[src/rtl/uart_bus_responder_pkg.sv]
// Shared definitions for the UART bus responder: register offsets,
// CON bit positions and the state encoding used by both TX and RX FSMs.
package uart_bus_responder_pkg;

    // Byte offsets of the three registers relative to the base address
    localparam logic [31:0] OFF_TXD = 32'h0;
    localparam logic [31:0] OFF_RXD = 32'h4;
    localparam logic [31:0] OFF_CON = 32'h8;

    // CON register bit positions
    localparam int CON_TX_IE    = 0;
    localparam int CON_RX_IE    = 1;
    localparam int CON_TX_DONE  = 2;
    localparam int CON_RX_VALID = 3;
    localparam int CON_TX_BUSY  = 4;
    localparam int CON_OVERRUN  = 5;

    // Serial frame phases, shared by the transmitter and the receiver
    typedef enum logic [1:0] {
        ST_IDLE  = 2'd0,
        ST_START = 2'd1,
        ST_DATA  = 2'd2,
        ST_STOP  = 2'd3
    } uart_state_e;

    // Zero-extend a byte onto the 32-bit read bus
    function automatic logic [31:0] zext8(input logic [7:0] b);
        return {24'h0, b};
    endfunction

endpackage

[src/rtl/uart_bus_responder_if.sv]
// CPU data-bus bundle seen by the memory-mapped peripherals.
interface uart_bus_responder_if;
    logic [31:0] Address;
    logic [31:0] Write_data;
    logic [31:0] Read_data;
    logic        MemRead;
    logic        MemWrite;

    modport master (output Address, output Write_data, output MemRead, output MemWrite,
                    input  Read_data);
    modport slave  (input  Address, input  Write_data, input  MemRead, input  MemWrite,
                    output Read_data);
endinterface

[src/rtl/uart_bus_responder_rx_deser.sv]
// UART receiver: two-flop synchronizer plus start/data/stop FSM.
// Produces the received byte and a one-clock valid pulse on a good stop bit;
// frames whose stop bit samples low are silently discarded.
module uart_rx_deser
    import uart_bus_responder_pkg::*;
#(
    parameter int DIV = 10
) (
    input  logic       clk,
    input  logic       reset,
    input  logic       i_rx,
    output logic [7:0] o_byte,
    output logic       o_valid
);
    localparam int            TW     = (DIV > 1) ? $clog2(DIV) : 1;
    localparam logic [TW-1:0] T_LAST = TW'(DIV - 1);
    // Start bit is re-checked half a bit after the falling edge
    localparam logic [TW-1:0] T_HALF = TW'(DIV / 2 - 1);

    logic [1:0]    r_sync;
    logic          r_rx_prev;
    uart_state_e   r_state, w_state_next;
    logic [TW-1:0] r_timer, w_timer_next;
    logic [2:0]    r_bit, w_bit_next;
    logic [7:0]    r_shift, w_shift_next;
    logic [7:0]    r_byte, w_byte_next;
    logic          r_valid, w_valid_next;
    logic          w_rx;

    assign w_rx    = r_sync[1];
    assign o_byte  = r_byte;
    assign o_valid = r_valid;

    // Synchronize the asynchronous line and keep the previous sample for edge detection
    always_ff @(posedge clk or negedge reset) begin
        if (!reset) begin
            r_sync    <= 2'b11;
            r_rx_prev <= 1'b1;
        end else begin
            r_sync    <= {r_sync[0], i_rx};
            r_rx_prev <= w_rx;
        end
    end

    // RX FSM state register
    always_ff @(posedge clk or negedge reset) begin
        if (!reset) begin
            r_state <= ST_IDLE;
            r_timer <= '0;
            r_bit   <= '0;
            r_shift <= '0;
            r_byte  <= '0;
            r_valid <= 1'b0;
        end else begin
            r_state <= w_state_next;
            r_timer <= w_timer_next;
            r_bit   <= w_bit_next;
            r_shift <= w_shift_next;
            r_byte  <= w_byte_next;
            r_valid <= w_valid_next;
        end
    end

    // RX FSM next state: mid-bit sampling, LSB first
    always_comb begin
        w_state_next = r_state;
        w_timer_next = (r_timer == T_LAST) ? '0 : r_timer + 1'b1;
        w_bit_next   = r_bit;
        w_shift_next = r_shift;
        w_byte_next  = r_byte;
        w_valid_next = 1'b0;
        case (r_state)
            ST_IDLE: begin
                w_timer_next = '0;
                if (r_rx_prev && !w_rx) w_state_next = ST_START;
            end
            ST_START: begin
                if (r_timer == T_HALF) begin
                    w_timer_next = '0;
                    w_bit_next   = '0;
                    // A line that is high again at mid-start was only a glitch
                    w_state_next = w_rx ? ST_IDLE : ST_DATA;
                end
            end
            ST_DATA: begin
                if (r_timer == T_LAST) begin
                    w_shift_next = {w_rx, r_shift[7:1]};
                    if (r_bit == 3'd7) w_state_next = ST_STOP;
                    else               w_bit_next   = r_bit + 3'd1;
                end
            end
            ST_STOP: begin
                if (r_timer == T_LAST) begin
                    w_state_next = ST_IDLE;
                    if (w_rx) begin
                        w_byte_next  = r_shift;
                        w_valid_next = 1'b1;
                    end
                end
            end
            default: w_state_next = ST_IDLE;
        endcase
    end

endmodule

[src/rtl/uart_bus_responder.sv]
// Memory-mapped UART peripheral on the CPU data bus.
// TXD at BASE_ADDR, RXD at BASE_ADDR+4, CON at BASE_ADDR+8.
// Define UART_RX_FIFO_EN for a 4-entry RX FIFO; otherwise a single holding byte.
module uart_bus_responder
    import uart_bus_responder_pkg::*;
#(
    parameter int          CLK_FREQ  = 100_000_000,
    parameter int          BAUD      = 9600,
    parameter logic [31:0] BASE_ADDR = 32'h40000018
) (
    input  logic                 clk,
    input  logic                 reset,
    uart_bus_responder_if.slave  bus,
    input  logic                 uart_rx,
    output logic                 uart_tx,
    output logic                 IRQ
);
    localparam int            DIV    = CLK_FREQ / BAUD;
    localparam int            TW     = (DIV > 1) ? $clog2(DIV) : 1;
    localparam logic [TW-1:0] T_LAST = TW'(DIV - 1);

    // Bus decode: exact word addresses only
    logic w_sel_txd, w_sel_rxd, w_sel_con;
    logic w_wr_txd, w_wr_con, w_rd_rxd, w_rd_con;
    logic w_unused_wdata;

    assign w_sel_txd = (bus.Address == BASE_ADDR + OFF_TXD);
    assign w_sel_rxd = (bus.Address == BASE_ADDR + OFF_RXD);
    assign w_sel_con = (bus.Address == BASE_ADDR + OFF_CON);
    assign w_wr_txd  = bus.MemWrite && w_sel_txd;
    assign w_wr_con  = bus.MemWrite && w_sel_con;
    assign w_rd_rxd  = bus.MemRead  && w_sel_rxd;
    assign w_rd_con  = bus.MemRead  && w_sel_con;
    assign w_unused_wdata = ^bus.Write_data[31:8];

    // ---------------- Transmitter ----------------
    uart_state_e   r_tx_state, w_tx_state_next;
    logic [TW-1:0] r_tx_timer, w_tx_timer_next;
    logic [2:0]    r_tx_bit, w_tx_bit_next;
    logic [7:0]    r_tx_shift, w_tx_shift_next;
    logic [7:0]    r_txd, w_txd_next;
    logic          r_tx_line, w_tx_line_next;
    logic          w_tx_done_set;
    logic          w_tx_busy;

    assign w_tx_busy = (r_tx_state != ST_IDLE);
    assign uart_tx   = r_tx_line;

    // TX FSM state register; the line flop resets high so the output idles immediately
    always_ff @(posedge clk or negedge reset) begin
        if (!reset) begin
            r_tx_state <= ST_IDLE;
            r_tx_timer <= '0;
            r_tx_bit   <= '0;
            r_tx_shift <= '0;
            r_txd      <= '0;
            r_tx_line  <= 1'b1;
        end else begin
            r_tx_state <= w_tx_state_next;
            r_tx_timer <= w_tx_timer_next;
            r_tx_bit   <= w_tx_bit_next;
            r_tx_shift <= w_tx_shift_next;
            r_txd      <= w_txd_next;
            r_tx_line  <= w_tx_line_next;
        end
    end

    // TX FSM next state; TXD writes are accepted only while idle
    always_comb begin
        w_tx_state_next = r_tx_state;
        w_tx_timer_next = (r_tx_timer == T_LAST) ? '0 : r_tx_timer + 1'b1;
        w_tx_bit_next   = r_tx_bit;
        w_tx_shift_next = r_tx_shift;
        w_txd_next      = r_txd;
        w_tx_done_set   = 1'b0;
        case (r_tx_state)
            ST_IDLE: begin
                w_tx_timer_next = '0;
                if (w_wr_txd) begin
                    w_tx_state_next = ST_START;
                    w_tx_shift_next = bus.Write_data[7:0];
                    w_txd_next      = bus.Write_data[7:0];
                end
            end
            ST_START: begin
                if (r_tx_timer == T_LAST) begin
                    w_tx_state_next = ST_DATA;
                    w_tx_bit_next   = '0;
                end
            end
            ST_DATA: begin
                if (r_tx_timer == T_LAST) begin
                    w_tx_shift_next = {1'b0, r_tx_shift[7:1]};
                    if (r_tx_bit == 3'd7) w_tx_state_next = ST_STOP;
                    else                  w_tx_bit_next   = r_tx_bit + 3'd1;
                end
            end
            ST_STOP: begin
                if (r_tx_timer == T_LAST) begin
                    w_tx_state_next = ST_IDLE;
                    w_tx_done_set   = 1'b1;
                end
            end
            default: w_tx_state_next = ST_IDLE;
        endcase
        // Line level follows the state being entered so it changes on the same edge
        case (w_tx_state_next)
            ST_START: w_tx_line_next = 1'b0;
            ST_DATA:  w_tx_line_next = w_tx_shift_next[0];
            default:  w_tx_line_next = 1'b1;
        endcase
    end

    // ---------------- Receiver and holding storage ----------------
    logic [7:0] w_rx_byte;
    logic       w_rx_valid;
    logic       w_rx_avail;
    logic [7:0] w_rx_head;
    logic       w_pop, w_push_ok, w_overrun_set;

    uart_rx_deser #(.DIV(DIV)) u_rx (
        .clk     (clk),
        .reset   (reset),
        .i_rx    (uart_rx),
        .o_byte  (w_rx_byte),
        .o_valid (w_rx_valid)
    );

    assign w_pop         = w_rd_rxd && w_rx_avail;
    assign w_overrun_set = w_rx_valid && !w_push_ok;

`ifdef UART_RX_FIFO_EN
    logic [7:0] r_fifo [4];
    logic [1:0] r_rd_ptr, r_wr_ptr;
    logic [2:0] r_count;

    assign w_rx_avail = (r_count != 3'd0);
    assign w_rx_head  = r_fifo[r_rd_ptr];
    // A pop in the same cycle frees a slot, so a full FIFO still accepts the push
    assign w_push_ok  = w_rx_valid && ((r_count != 3'd4) || w_pop);

    // FIFO storage array
    always_ff @(posedge clk) begin
        if (w_push_ok) r_fifo[r_wr_ptr] <= w_rx_byte;
    end

    // FIFO pointers and occupancy
    always_ff @(posedge clk or negedge reset) begin
        if (!reset) begin
            r_rd_ptr <= '0;
            r_wr_ptr <= '0;
            r_count  <= '0;
        end else begin
            if (w_push_ok) r_wr_ptr <= r_wr_ptr + 2'd1;
            if (w_pop)     r_rd_ptr <= r_rd_ptr + 2'd1;
            r_count <= r_count + {2'b0, w_push_ok} - {2'b0, w_pop};
        end
    end
`else
    logic       r_rx_full;
    logic [7:0] r_rx_data;

    assign w_rx_avail = r_rx_full;
    assign w_rx_head  = r_rx_data;
    // Pop-then-push: a byte arriving while the held one is read is kept
    assign w_push_ok  = w_rx_valid && (!r_rx_full || w_pop);

    // Single-byte holding register
    always_ff @(posedge clk or negedge reset) begin
        if (!reset) begin
            r_rx_full <= 1'b0;
            r_rx_data <= '0;
        end else if (w_push_ok) begin
            r_rx_full <= 1'b1;
            r_rx_data <= w_rx_byte;
        end else if (w_pop) begin
            r_rx_full <= 1'b0;
        end
    end
`endif

    // ---------------- CON register ----------------
    logic [1:0] r_con_ie;
    logic       r_tx_done;
    logic       r_overrun;

    // Sticky status flags: a hardware set wins over a same-cycle read-clear
    always_ff @(posedge clk or negedge reset) begin
        if (!reset) begin
            r_con_ie  <= '0;
            r_tx_done <= 1'b0;
            r_overrun <= 1'b0;
        end else begin
            if (w_wr_con) r_con_ie <= bus.Write_data[1:0];
            if (w_tx_done_set)  r_tx_done <= 1'b1;
            else if (w_rd_con)  r_tx_done <= 1'b0;
            if (w_overrun_set)  r_overrun <= 1'b1;
            else if (w_rd_con)  r_overrun <= 1'b0;
        end
    end

    assign IRQ = (r_con_ie[CON_TX_IE] & r_tx_done) | (r_con_ie[CON_RX_IE] & w_rx_avail);

    // Combinational read mux; RXD reads zero when nothing is held
    always_comb begin
        logic [31:0] w_con_val;
        w_con_val               = 32'h0;
        w_con_val[CON_TX_IE]    = r_con_ie[CON_TX_IE];
        w_con_val[CON_RX_IE]    = r_con_ie[CON_RX_IE];
        w_con_val[CON_TX_DONE]  = r_tx_done;
        w_con_val[CON_RX_VALID] = w_rx_avail;
        w_con_val[CON_TX_BUSY]  = w_tx_busy;
        w_con_val[CON_OVERRUN]  = r_overrun;
        bus.Read_data = 32'h0;
        if (bus.MemRead) begin
            if (w_sel_txd)      bus.Read_data = zext8(r_txd);
            else if (w_sel_rxd) bus.Read_data = w_rx_avail ? zext8(w_rx_head) : 32'h0;
            else if (w_sel_con) bus.Read_data = w_con_val;
        end
    end

endmodule

[src/flat_wrapper.sv]
// flat-port wrapper written by rule: the top's interface ports become plain ports
module uart_bus_responder_flat import uart_bus_responder_pkg::*;
#(
    parameter int          CLK_FREQ  = 100_000_000,
    parameter int          BAUD      = 9600,
    parameter logic [31:0] BASE_ADDR = 32'h40000018
)
  (clk, reset, uart_rx, uart_tx, IRQ, bus_Address, bus_Write_data, bus_MemRead, bus_MemWrite, bus_Read_data);
  uart_bus_responder_if bus_i ();
  input  logic clk;
  input  logic reset;
  input  logic uart_rx;
  output logic uart_tx;
  output logic IRQ;
  input wire logic [$bits(bus_i.Address)-1:0] bus_Address;
  input wire logic [$bits(bus_i.Write_data)-1:0] bus_Write_data;
  input wire logic [$bits(bus_i.MemRead)-1:0] bus_MemRead;
  input wire logic [$bits(bus_i.MemWrite)-1:0] bus_MemWrite;
  output wire logic [$bits(bus_i.Read_data)-1:0] bus_Read_data;
  assign bus_i.Address = bus_Address;
  assign bus_i.Write_data = bus_Write_data;
  assign bus_i.MemRead = bus_MemRead;
  assign bus_i.MemWrite = bus_MemWrite;
  assign bus_Read_data = bus_i.Read_data;
  uart_bus_responder #(.CLK_FREQ(CLK_FREQ), .BAUD(BAUD), .BASE_ADDR(BASE_ADDR)) u_core (.clk(clk), .reset(reset), .bus(bus_i), .uart_rx(uart_rx), .uart_tx(uart_tx), .IRQ(IRQ));
endmodule
[config.mk]
export PLATFORM = sky130hd
export DESIGN_NAME = uart_bus_responder_flat
export DESIGN_NICKNAME = d
export VERILOG_FILES = /design/src/rtl/uart_bus_responder_pkg.sv /design/src/rtl/uart_bus_responder_if.sv /design/src/rtl/uart_bus_responder_rx_deser.sv /design/src/rtl/uart_bus_responder.sv /design/src/flat_wrapper.sv
export SDC_FILE = /design/constraint.sdc
export NUM_CORES = 1
export LEC_CHECK = 0
export CAP_MARGIN = 5
export CORE_ASPECT_RATIO = 1.5
export CORE_MARGIN = 5
export CORE_UTILIZATION = 46
export CTS_CLUSTER_SIZE = 20
export DETAILED_ROUTE_END_ITERATION = 8
export GPL_TIMING_DRIVEN = 0
export PLACE_DENSITY = 0.77
export SYNTH_ARGS = -nofsm -noshare
export SYNTH_HDL_FRONTEND = slang
export SYNTH_HIERARCHICAL = 1
export SYNTH_SLANG_ARGS = --single-unit
[constraint.sdc]
create_clock -name clk -period 2.4 [get_ports clk]
set_input_delay 0.48 -clock clk [delete_from_list [all_inputs] [get_ports clk]]
set_output_delay 0.48 -clock clk [all_outputs]
set_load 0.03 [all_outputs]
Yosys cells after proc, flatten, opt, wreduce, memory -nomap -nowiden --
Cells that the tools add are included.
Operators by class: reductions and logical operators 28, add/subtract/negate cells 4, bitwise logic cells 3, equality and inequality tests 26, mux-type cells 45
Operators by type and width (number):
- 32-bit by 31-bit == test with 1-bit output, second input constant | 3
- 32-bit 2-to-1 mux | 3
- 14-bit 2-to-1 mux | 4
- 14-bit by 1-bit adder with 14-bit output, second input constant | 2
- 14-bit == test, second input constant | 2
- 14-bit case mux with 2 select lines | 1
- 8-bit 2-to-1 mux | 3
- 2-bit 2-to-1 mux | 11
- 3-bit 2-to-1 mux | 6
- 2-bit case mux with 4 select lines | 2
- 8-bit case mux with 2 select lines | 1
- 14-bit by 13-bit == test with 1-bit output, second input constant | 1
- 2-bit inequality test, second input constant | 7
- 2-bit nonzero test | 7
- 3-bit case mux with 2 select lines | 2
- 2-bit == test, second input constant | 5
- 1-bit 2-to-1 mux | 10
- 1-bit logical AND | 8
- 4-bit AND reduction | 2
- 3-bit by 1-bit adder with 3-bit output, second input constant | 2
- 2-bit by 1-bit == test with 1-bit output, second input constant | 3
- 3-bit == test, second input constant | 2
- 6-bit 2-to-1 mux | 1
- 2-bit by 1-bit inequality test with 1-bit output, second input constant | 3
- 9 further kinds | 15
Word-level totals: register bits after elaboration 88

Depth between registers and ports, before layout --
Gate-level depths: netlist of the first run.
depth in word-level cells 8, mapped depth 9, gate-level depth less buffers 6

By module --
Netlist of the first run, hierarchy kept.
By module, submodules not included:
- uart_bus_responder | area each 2643.8 µm², cells an instance 251, sequential area each 1227.4 µm², instances 1
- uart_rx_deser | area each 1843.0 µm², cells an instance 145, sequential area each 979.7 µm², instances 1

Least setup slack after synthesis of the first run --
OpenSTA, ideal clock, no wires.
path kind input to output, start input bus_Address[4], end output bus_Read_data[4], path buffers 0, stages on the path 4, arrival 2.370 ns, slack -0.450 ns, path through or4b_2 nor3_1 o21ai_0 a31oi_1
Between the ends: longest elaborated chain between the ends 5
Ends and longest elaborated chain:
- from (decl) | RTL line flat_wrapper.sv:15 | input wire logic [$bits(bus_i.Address)-1:0] bus_Address;
- 32-bit by 31-bit == test with 1-bit output | RTL line uart_bus_responder.sv:29 | assign w_sel_con = (bus.Address == BASE_ADDR + OFF_CON);
- 6-bit 2-to-1 mux | RTL line uart_bus_responder.sv:218 | else if (w_sel_con) bus.Read_data = w_con_val;
- 32-bit 2-to-1 mux | RTL line uart_bus_responder.sv:217 | else if (w_sel_rxd) bus.Read_data = w_rx_avail ? zext8(w_rx_head) : 32'h0;
- 32-bit 2-to-1 mux (*) | RTL line uart_bus_responder.sv:216 | if (w_sel_txd) bus.Read_data = zext8(r_txd);
- 32-bit 2-to-1 mux (*) | RTL line uart_bus_responder.sv:215 | if (bus.MemRead) begin
- to (decl) | RTL line flat_wrapper.sv:19 | output wire logic [$bits(bus_i.Read_data)-1:0] bus_Read_data;
Every way passes the cells marked *; elsewhere a longest branch is shown, timed or not.

Worst setup path in the final report of the first run --
start input bus_Address[1], end output bus_Read_data[4]
Same word-level chain as after synthesis.

==> run metrics, run 1 <==
WS Path Type primary input to output pin; Num Clock Sinks 88; max-slew violations 0; GP Congestion 0.850; post-synthesis instance area ~0.0045 sq mm; Synth Register Bits 88; Synth cell types 60; vias after detailed routing 3410; share of post-route cells with drive strength above 1 0.370; antenna violations before repair 0; CP Max Fanout 7; Layout Area Growth over Synthesis 31.2%; achievable frequency between 300 and 400 MHz; R2R Setup Slk between 0.2 and 0.25 ns; failing checks setup timing; Final Skew 0.00588 ns; DR WL met3 approximately 740 um; total gr overflow 0; Clock transition at path regs approximately 0.070 ns; final setup fails 16; initial core utilization 0.466; CTS H-tree depth 3; critical path required time roughly 1.9 ns; final period utilization 1.09; R2R Path End u_core/u_rx/o_byte[3]; RSZ-0062 raised after global routing true; Final Non-Filler Cells just over 600; Synth warnings 6; post-layout util 0.611; Highest Signal Layer met4; final worst setup slack -0.228 ns; placed insts around 600; Die H 131 um; Clock Path Buffers 2; diode count 0; post-route ant nets 0; clk_lat worst skew 0.34 ns; Critical Path Start bus_Address[1]; crit path DAT 2.15 ns; DP Wirelength around 7 mm; DRC viols 0; Core Footprint 0.00963 sq mm; cell row count between 40 and 50; Top FF cell, synth dfrtp_1; IO Count 103; most common cell after layout, fill and taps aside dfrtp_1; Worst setup EP type output pin; CTS Root Cell clkbuf_16; Mapped Cells 396; DIE AREA 0.0119 sq mm; pwr/cell area a little under 600 mW/mm^2; wire per inst about 16 um; CP startpoint kind primary input; die width 90.6 um; first-pass GRT wire length 16.9 mm; ys async rst share 1.00; I/O Buffers 53; Final nets around 570; Hold Vio Cnt, Final 0; Rel. slew slack 0.593; cells on worst reg2reg path 6; pre-CTS setup slack -1.50 ns; Fill cells 777; largest net degree at the start of global routing 67; mean post-synth cell area 11.3 sq um; vias in the first global route 3523; Crit Reg-Reg Startpoint u_core/u_rx/r_timer[0]; Pre-antenna DRT Iters 4; Post-Route WL 10.1 mm; minimum clock period 2.63 ns; Least-Margin Pin Slew 0.605 ns; EDFF count, synth 0; critical path endpoint bus_Read_data[4]; TritonCTS clock tree built; max-cap violation count 0; vias per cell around 5.5; Setup TNS -2.31 ns; metal1 wirelength 3.80 mm; most frequent cells in the layout dfrtp_1, buf_4, mux2_2; run status finished with violations; CTS buffer count 9; VDD IR-drop max 0.395 mV; met2 wire length between 5 and 6 mm; worst hold path class primary input to async pin; Pleak 2.81 nW; DRT iter0 DRCs 226; Total GRT Usage 0.176; Seq/Total Area, Yosys 0.492
[metrics by stage]
step / total power, mW / area, sq um / hold WS, ns
4_1_cts: 3.51 / 5860 / 0.0360
3_3_place_gp: 2.04 / 5370 / 0.346
2_1_floorplan: 1.89 / 4700 / 0.184
5_1_grt: 3.62 / 5890 / 0.0495
6_report: 3.48 / 5890 / 0.0389
3_5_place_dp: 2.06 / 5400 / 0.351
[report_power, final]
group          switching, mW  leakage, nW  total (mW)  internal [mW]
logic                  0.226         1.46       0.404          0.178
registers             0.0770         1.19        1.62           1.55
clock network          0.605        0.155        1.46          0.851
[cell usage after synthesis (all sizes together) (5+ instances only)]
library cell  instances  share of area
a21o                 10          0.017
a21oi                 6         0.0067
a221oi                5         0.0098
a32o                  6          0.013
and3                  8          0.011
and4                  5          0.011
buf                  30          0.054
clkbuf                6         0.0050
dfrtp                84           0.47
ha                    6          0.017
inv                   7         0.0059
mux2                 33          0.083
nand2                16          0.013
nand3                12          0.013
nand4                11          0.015
nor2                 41          0.050
nor4                  9          0.016
o21ai                16          0.018
xnor2                 6          0.012
xor2                 17          0.033
[kinds of logic after synthesis]
logic type / after synthesis / synth area share
AOI/OAI and AO/OA: 60 / 0.0968
xor gates and xnor gates: 23 / 0.0449
adders and majority gates: 6 / 0.0167
buffers and inverters: 44 / 0.0658
DFF: 88 / 0.492
muxes: 37 / 0.0917
other: 1 / 0.000836
and+or+nand+nor: 137 / 0.191
[per-layer routing]
metal	vias up	track usage
met5	-	0
met4	0	0.101
met3	28	0.0470
met2	120	0.309
met1	1669	0.192
li1	1593	-
[sequential cells by signal (all words and copies together) (netlist names), named ones only]
| register | count |
|---|---|
| u_core/r_tx_timer | 14 |
| u_core/u_rx/r_timer | 14 |
| u_core/r_rx_data | 8 |
| u_core/r_tx_shift | 8 |
| u_core/r_txd | 8 |
| u_core/u_rx/o_byte | 8 |
| u_core/u_rx/r_shift | 8 |
| u_core/r_tx_bit | 3 |
| u_core/u_rx/r_bit | 3 |
| u_core/r_con_ie | 2 |
| u_core/r_tx_state | 2 |
| u_core/u_rx/r_sync | 2 |
| u_core/r_overrun | 1 |
| u_core/r_rx_full | 1 |
| u_core/r_tx_done | 1 |
| u_core/u_rx/o_valid | 1 |
| u_core/u_rx/r_rx_prev | 1 |
| u_core/u_rx/r_state | 1 |
| u_core/uart_tx | 1 |
[critical path, stage by stage]
cell	delay, ns
buf_2	0.11
or4_4	0.54
or4_4	0.65
o21ai_4	0.18
a31oi_4	0.05
buf_6	0.15
[cell type report]
class | instances | area, sq um | area share
Tap cell | 115 | 144 | 0.0244
Inverter | 8 | 30.0 | 0.00510
Sequential cell | 88 | 2210 | 0.375
Clock buffer | 10 | 239 | 0.0406
Timing Repair Buffer | 70 | 613 | 0.104
Clock inverter | 6 | 76.3 | 0.0130
Buffer | 34 | 258 | 0.0438
Multi-Input combinational cell | 287 | 2320 | 0.394
[worst min-delay path by stage]
stage | slack [ns] | end | cells past startpoint
2_1_floorplan | 0.18 | u_core/r_con_ie[0] | 0
4_1_cts | 0.04 | u_core/r_tx_timer[11] | 1
5_1_grt | 0.05 | u_core/r_tx_timer[11] | 1
3_5_place_dp | 0.35 | u_core/u_rx/r_sync[1] | 0
6_report | 0.04 | u_core/r_tx_timer[11] | 1
3_3_place_gp | 0.35 | u_core/u_rx/r_sync[1] | 0
[what timing repair did]
action                     CTS  global route
setup endpoints to repair   36            35
gates resized for setup    164            19
buffers inserted             9             7
pin swaps                   19            15
hold buffers                 0             0
Power figures use the tool's default switching activity.
==> run 2: changes to the inputs <==
--- a/config.mk
+++ b/config.mk
@@ -8,11 +8,11 @@
 export CAP_MARGIN = 5
 export CORE_ASPECT_RATIO = 1.5
 export CORE_MARGIN = 5
-export CORE_UTILIZATION = 46
+export CORE_UTILIZATION = 31
 export CTS_CLUSTER_SIZE = 20
 export DETAILED_ROUTE_END_ITERATION = 8
 export GPL_TIMING_DRIVEN = 0
-export PLACE_DENSITY = 0.77
+export HOLD_SLACK_MARGIN = 0.08
 export SYNTH_ARGS = -nofsm -noshare
 export SYNTH_HDL_FRONTEND = slang
 export SYNTH_HIERARCHICAL = 1
==> run metrics, run 2 (synthesized netlist as in run 1, its figures left out) <==
vias in the first global route 3444 (-2.2%); most frequent cells in the layout dfrtp_1, buf_4, mux2_2; share of post-route cells with drive strength above 1 0.364 (-0.00542); cell row count 54 (+23%); CTS buffer count 9 (unchanged); Hold Path Depth 0; Total GRT Usage 0.121 (-0.0554); Hold Vio Cnt, Final 0 (unchanged); GR Layer Usage met3 0.0328 (-0.0141); hold_sp u_core/u_rx/r_sync[0]; IO Count 103 (unchanged); RSZ-0062 raised after global routing true; Sequential Area 0.00221 sq mm (unchanged); R2R Path End u_core/r_tx_shift[7]; vias after detailed routing 3367 (-1.3%); critical path required time 1.92 ns (about the same); Crit Reg-Reg Startpoint u_core/r_tx_timer[4]; achievable frequency 381 MHz (+0.16%); wire per inst 14.4 um (-12%); max-cap violation count 0 (unchanged); CP Max Fanout 7 (unchanged); WS Path Type primary input to output pin; Clock Path Buffers 2 (unchanged); Largest regs u_core/r_tx_timer x14, u_core/u_rx/r_timer x14; GR Util met2 0.209 (-0.100); GR Util met1 0.140 (-0.0522); clk_lat worst skew 0.33 ns (about the same); CTS H-tree depth 3 (unchanged); DP Area 0.00550 sq mm (+1.9%); Num Clock Sinks 88 (unchanged); initial core utilization 0.312 (-0.154); VDD IR-drop max 0.336 mV (-15%); Clock transition at path regs 0.06 ns (about the same); failing checks setup timing; final setup fails 8 (-8); Final nets 575 (+0.35%); worst hold path class flip-flop to flip-flop; Pre-antenna DRT Iters 4 (unchanged); diode count 0 (unchanged); gr busiest metal met2; total gr overflow 0 (unchanged); Pleak 2.83 nW (+0.98%); Hold Path Sink u_core/u_rx/r_sync[1]; max-slew violations 0 (unchanged); Fill cells 1382 (+78%); final worst setup slack -0.224 ns (+0.00409 ns); GP Congestion 0.785 (-7.6%); final period utilization 1.09 (-0.00170); DRC viols 0 (unchanged); TritonCTS clock tree built; CP startpoint kind primary input; I/O Buffers 53 (unchanged); first-pass GRT wire length 16.6 mm (-2.2%); most common cell after layout, fill and taps aside dfrtp_1; DIE AREA 0.0170 sq mm (+43%); Final Skew 0.00500 ns (-0.000881 ns); die width 108 um (+19%); Core Footprint 0.0144 sq mm (+49%); DRT iter0 DRCs 93 (-59%); Final Non-Filler Cells 701 (+13%); post-route ant nets 0 (unchanged); Least-Margin Pin Slew 0.674 ns (+0.0686 ns); design area 0.00608 sq mm (+3.3%); DP Wirelength 7.27 mm (+3.7%); minimum clock period 2.62 ns (-0.00409 ns); vias per cell 4.80 (-13%); crit path DAT 2.14 ns (about the same); run status finished with violations; Worst setup EP type output pin; area of the multi-input gates 0.00233 sq mm (+0.43%); placed insts 669 (+14%); antenna violations before repair 0 (unchanged); pre-CTS setup slack -1.46 ns (+0.0380 ns); total power 3.65 mW (+4.8%); Rel. slew slack 0.551 (-0.0420); R2R Setup Slk 0.10 ns (-0.13 ns); CTS Root Cell clkbuf_16; Post-Route WL 10.1 mm (+0.20%); pwr/cell area 600 mW/mm^2 (+1.4%); Die H 157 um (+20%); largest net degree at the start of global routing 73 (+9.0%); cells on worst reg2reg path 5 (-1); Layout Area Growth over Synthesis 35.6%
run 2: changes by cell type in the layout (fill, tap and decap cells not counted), sizes merged:
cell,previous run,this run
dlygate4sd3,0,1
clkdlybuf4s15,6,7
dlygate4sd2,5,4
clkinvlp,0,1
bufinv,1,3
clkinv,4,2
run 2: critical path, cell delays in order:
cell and delay [ns]:
buf_6 0.10, or4_4 0.53, or4_4 0.64, o21ai_2 0.18
nor2_2 0.07, buf_6 0.15
run 2: layout make-up:
type,instances,area share
Clock buffer,9,0.0370
Timing Repair Buffer,71,0.108
Tap cell,196,0.0403
Buffer,35,0.0434
Inverter,8,0.00494
Multi-Input combinational cell,287,0.383
Sequential cell,88,0.363
Clock inverter,7,0.0208
run 2: metrics by stage:
stage          TNS [ns]  utilization  hold slack, ns
2_1_floorplan    -0.297            -           0.184
5_1_grt           -1.88        0.423           0.366
6_report          -1.50        0.423           0.362
3_3_place_gp    -235.38        0.380           0.346
3_5_place_dp     -29.77        0.382           0.353
4_1_cts           -1.85        0.419           0.362
run 2: repair_timing:
item	CTS	global route
endpoints found under the setup margin	36	27
pin swaps	19	16
setup buffers	12	4
endpoints found under the hold margin	16	0
hold buffers	1	0
gates resized for setup	158	28
run 2: layer usage:
| layer | part of all wire | wire length, um | up-vias |
|---|---|---|---|
| li1 | - | - | 1592 |
| met3 | 0.081 | 820 | 22 |
| met5 | 0 | 0 | - |
| met2 | 0.50 | 5010 | 102 |
| met1 | 0.39 | 3970 | 1651 |
| met4 | 0.028 | 283 | 0 |
run 2: worst max path at each step:
stage | start | to
detailed placement | bus_Address[17] | bus_Read_data[4]
floorplan | bus_Address[14] | bus_Read_data[4]
global placement | reset | u_core/u_rx/r_shift[0]
CTS | bus_Address[19] | bus_Read_data[5]
finish | bus_Address[7] | bus_Read_data[5]
global route | bus_Address[19] | bus_Read_data[5]
run 2: report_power, final:
| part | internal (mW) | leakage [nW] | switching (mW) | total (mW) |
|---|---|---|---|---|
| clock | 1.03 | 0.168 | 0.593 | 1.62 |
| sequential | 1.55 | 1.19 | 0.0703 | 1.62 |
| combinational | 0.182 | 1.47 | 0.229 | 0.411 |
| total | 2.76 | 2.83 | 0.893 | 3.65 |
==> run 3: changes to the inputs <==
--- a/config.mk
+++ b/config.mk
@@ -13,6 +13,8 @@
 export DETAILED_ROUTE_END_ITERATION = 8
 export GPL_TIMING_DRIVEN = 0
 export HOLD_SLACK_MARGIN = 0.08
+export SETUP_SLACK_MARGIN = 0.05
+export SKIP_CTS_REPAIR_TIMING = 1
 export SYNTH_ARGS = -nofsm -noshare
 export SYNTH_HDL_FRONTEND = slang
 export SYNTH_HIERARCHICAL = 1
==> run metrics, run 3 (synthesized netlist as in run 1, its figures left out) <==
placed insts 669 (unchanged); GP Congestion 0.811 (+3.3%); DP Wirelength 7.29 mm (+0.28%); VDD IR-drop max 0.321 mV (-4.5%); pre-CTS setup slack -1.45 ns (+0.00990 ns); post-layout util 0.429 (+0.00591); CTS buffer count 9 (unchanged); worst hold path class flip-flop to flip-flop; Clock Path Buffers 2 (unchanged); max-slew violations 0 (unchanged); crit path DAT 2.20 ns (+0.06 ns); run status finished with violations; DIE AREA 0.0170 sq mm (unchanged); Hold Slack 0.357 ns (-0.00438 ns); Hold Vio Cnt, Final 0 (unchanged); CP startpoint kind primary input; vias in the first global route 3301 (-4.2%); Final Non-Filler Cells 708 (+1.0%); wire per inst 14.3 um (-0.41%); most frequent cells in the layout dfrtp_1, buf_4, mux2_2; Fill cells 1359 (-1.7%); cells on worst reg2reg path 7 (+2); final period utilization 1.12 (+0.0254); final worst setup slack -0.285 ns (-0.0609 ns); CP cell instances buf_6 > nor4b_4 > nand4_1 > buf_6 > or4_4 > buf_8 > o21ai_4 > a31oi_4 > buf_6; Post-Route WL 10.1 mm (+0.59%); minimum clock period 2.68 ns (+0.0609 ns); DP Area 0.00550 sq mm (unchanged); Clock transition at path regs 0.06 ns (about the same); TritonCTS clock tree built; Largest regs u_core/r_tx_timer x14, u_core/u_rx/r_timer x14; antenna violations before repair 0 (unchanged); Least-Margin Pin Slew 0.640 ns (-0.0337 ns); most common cell after layout, fill and taps aside dfrtp_1; Rel. slew slack 0.573 (+0.0225); die width 108 um (unchanged); Die H 157 um (unchanged); post-route ant nets 0 (unchanged); initial core utilization 0.312 (unchanged); vias after detailed routing 3346 (-0.62%); total gr overflow 0 (unchanged); Final nets 582 (+1.2%); Total GRT Usage 0.116 (-0.00440); Worst setup EP type output pin; largest net degree at the start of global routing 74 (+1.4%); DRC viols 0 (unchanged); Core Footprint 0.0144 sq mm (unchanged); diode count 0 (unchanged); WS Path Type primary input to output pin; Hold Path Depth 0 (unchanged); max-cap violation count 0 (unchanged); Pleak 3.03 nW (+6.9%); failing checks setup timing; CP most frequent cell buf_6; IO Count 103 (unchanged); CP Max Fanout 7 (unchanged); clk_lat worst skew 0.34 ns (about the same); Pre-antenna DRT Iters 5 (+1); CTS H-tree depth 3 (unchanged); RSZ-0062 raised after global routing true; achievable frequency 372 MHz (-2.3%); Critical Path Max Stage Delay 0.54 ns (-0.10 ns); design area 0.00617 sq mm (+1.4%); Final Skew 0.0109 ns (+0.00592 ns); share of post-route cells with drive strength above 1 0.352 (-0.0128); pwr/cell area 556 mW/mm^2 (-7.3%); first-pass GRT wire length 15.9 mm (-4.0%); DRT iter0 DRCs 120 (+29%); cell row count 54 (unchanged); Layout Area Growth over Synthesis 37.5%; CTS Root Cell clkbuf_16; Critical-path top delay cell or4_4; final setup fails 8 (unchanged); critical path required time 1.92 ns (about the same); I/O Buffers 53 (unchanged); vias per cell 4.73 (-1.6%); Num Clock Sinks 88 (unchanged)
-- run 3: cell count changes in the layout (fill, tap and decap cells not counted), moves of 2 or more --
cell / delta
buf_2: -8
buf_4: +9
buf_6: -3
bufinv_16: -2
clkdlybuf4s15_1: -7
dlygate4sd2_1: -4
dlymetal6s2s_1: +22
nor4_1: +2
-- run 3: layout make-up --
cell class / count / area [sq um] / area share
inverter: 8 / 30.0 / 0.00487
multi-input combinational: 287 / 2310 / 0.374
tap: 196 / 245 / 0.0398
sequential: 88 / 2210 / 0.358
clock buffer: 10 / 229 / 0.0371
timing repair buffer: 78 / 808 / 0.131
buffer: 35 / 273 / 0.0442
clock inverter: 6 / 67.6 / 0.0110
-- run 3: final timing paths --
| kind | slack [ns] | end | startpoint |
|---|---|---|---|
| setup / recovery | -0.28 | bus_Read_data[4] | bus_Address[16] |
| hold / removal | 0.36 | u_core/u_rx/r_sync[1] | u_core/u_rx/r_sync[0] |
| setup reg to reg | 0.09 | u_core/uart_tx | u_core/r_tx_timer[4] |
| hold reg to reg | 0.36 | u_core/u_rx/r_sync[1] | u_core/u_rx/r_sync[0] |
| max in group asynchronous | 1.20 | u_core/u_rx/r_sync[0] | reset |
| min in group asynchronous | 0.55 | u_core/r_tx_timer[12] | reset |
-- run 3: routing by layer --
| metal | vias up | track usage | part of all wire | routed length [um] |
|---|---|---|---|---|
| li1 | 1609 | - | - | - |
| met2 | 103 | 0.201 | 0.50 | 5110 |
| met4 | 0 | 0.0511 | 0.020 | 201 |
| met1 | 1618 | 0.135 | 0.40 | 4090 |
| met3 | 16 | 0.0300 | 0.073 | 739 |
| met5 | - | 0 | 0 | 0 |
-- run 3: worst max-delay path: cells and delay by family --
family,cells,cell delay (ns)
buffers and inverters,4,0.57
AO/OA/AOI/OAI,2,0.21
AND/OR/NAND/NOR,3,0.95
-- run 3: where the power goes --
group	switching, mW	internal, mW
clock	0.584	0.812
sequential	0.0742	1.55
combinational	0.225	0.188
-- run 3: stage by stage --
stage          power [mW]  setup TNS (ns)
3_3_place_gp         2.04         -233.06
5_1_grt              3.60           -3.99
2_1_floorplan        1.89          -0.297
4_1_cts              3.48          -18.31
3_5_place_dp         2.06          -28.72
6_report             3.43           -1.89
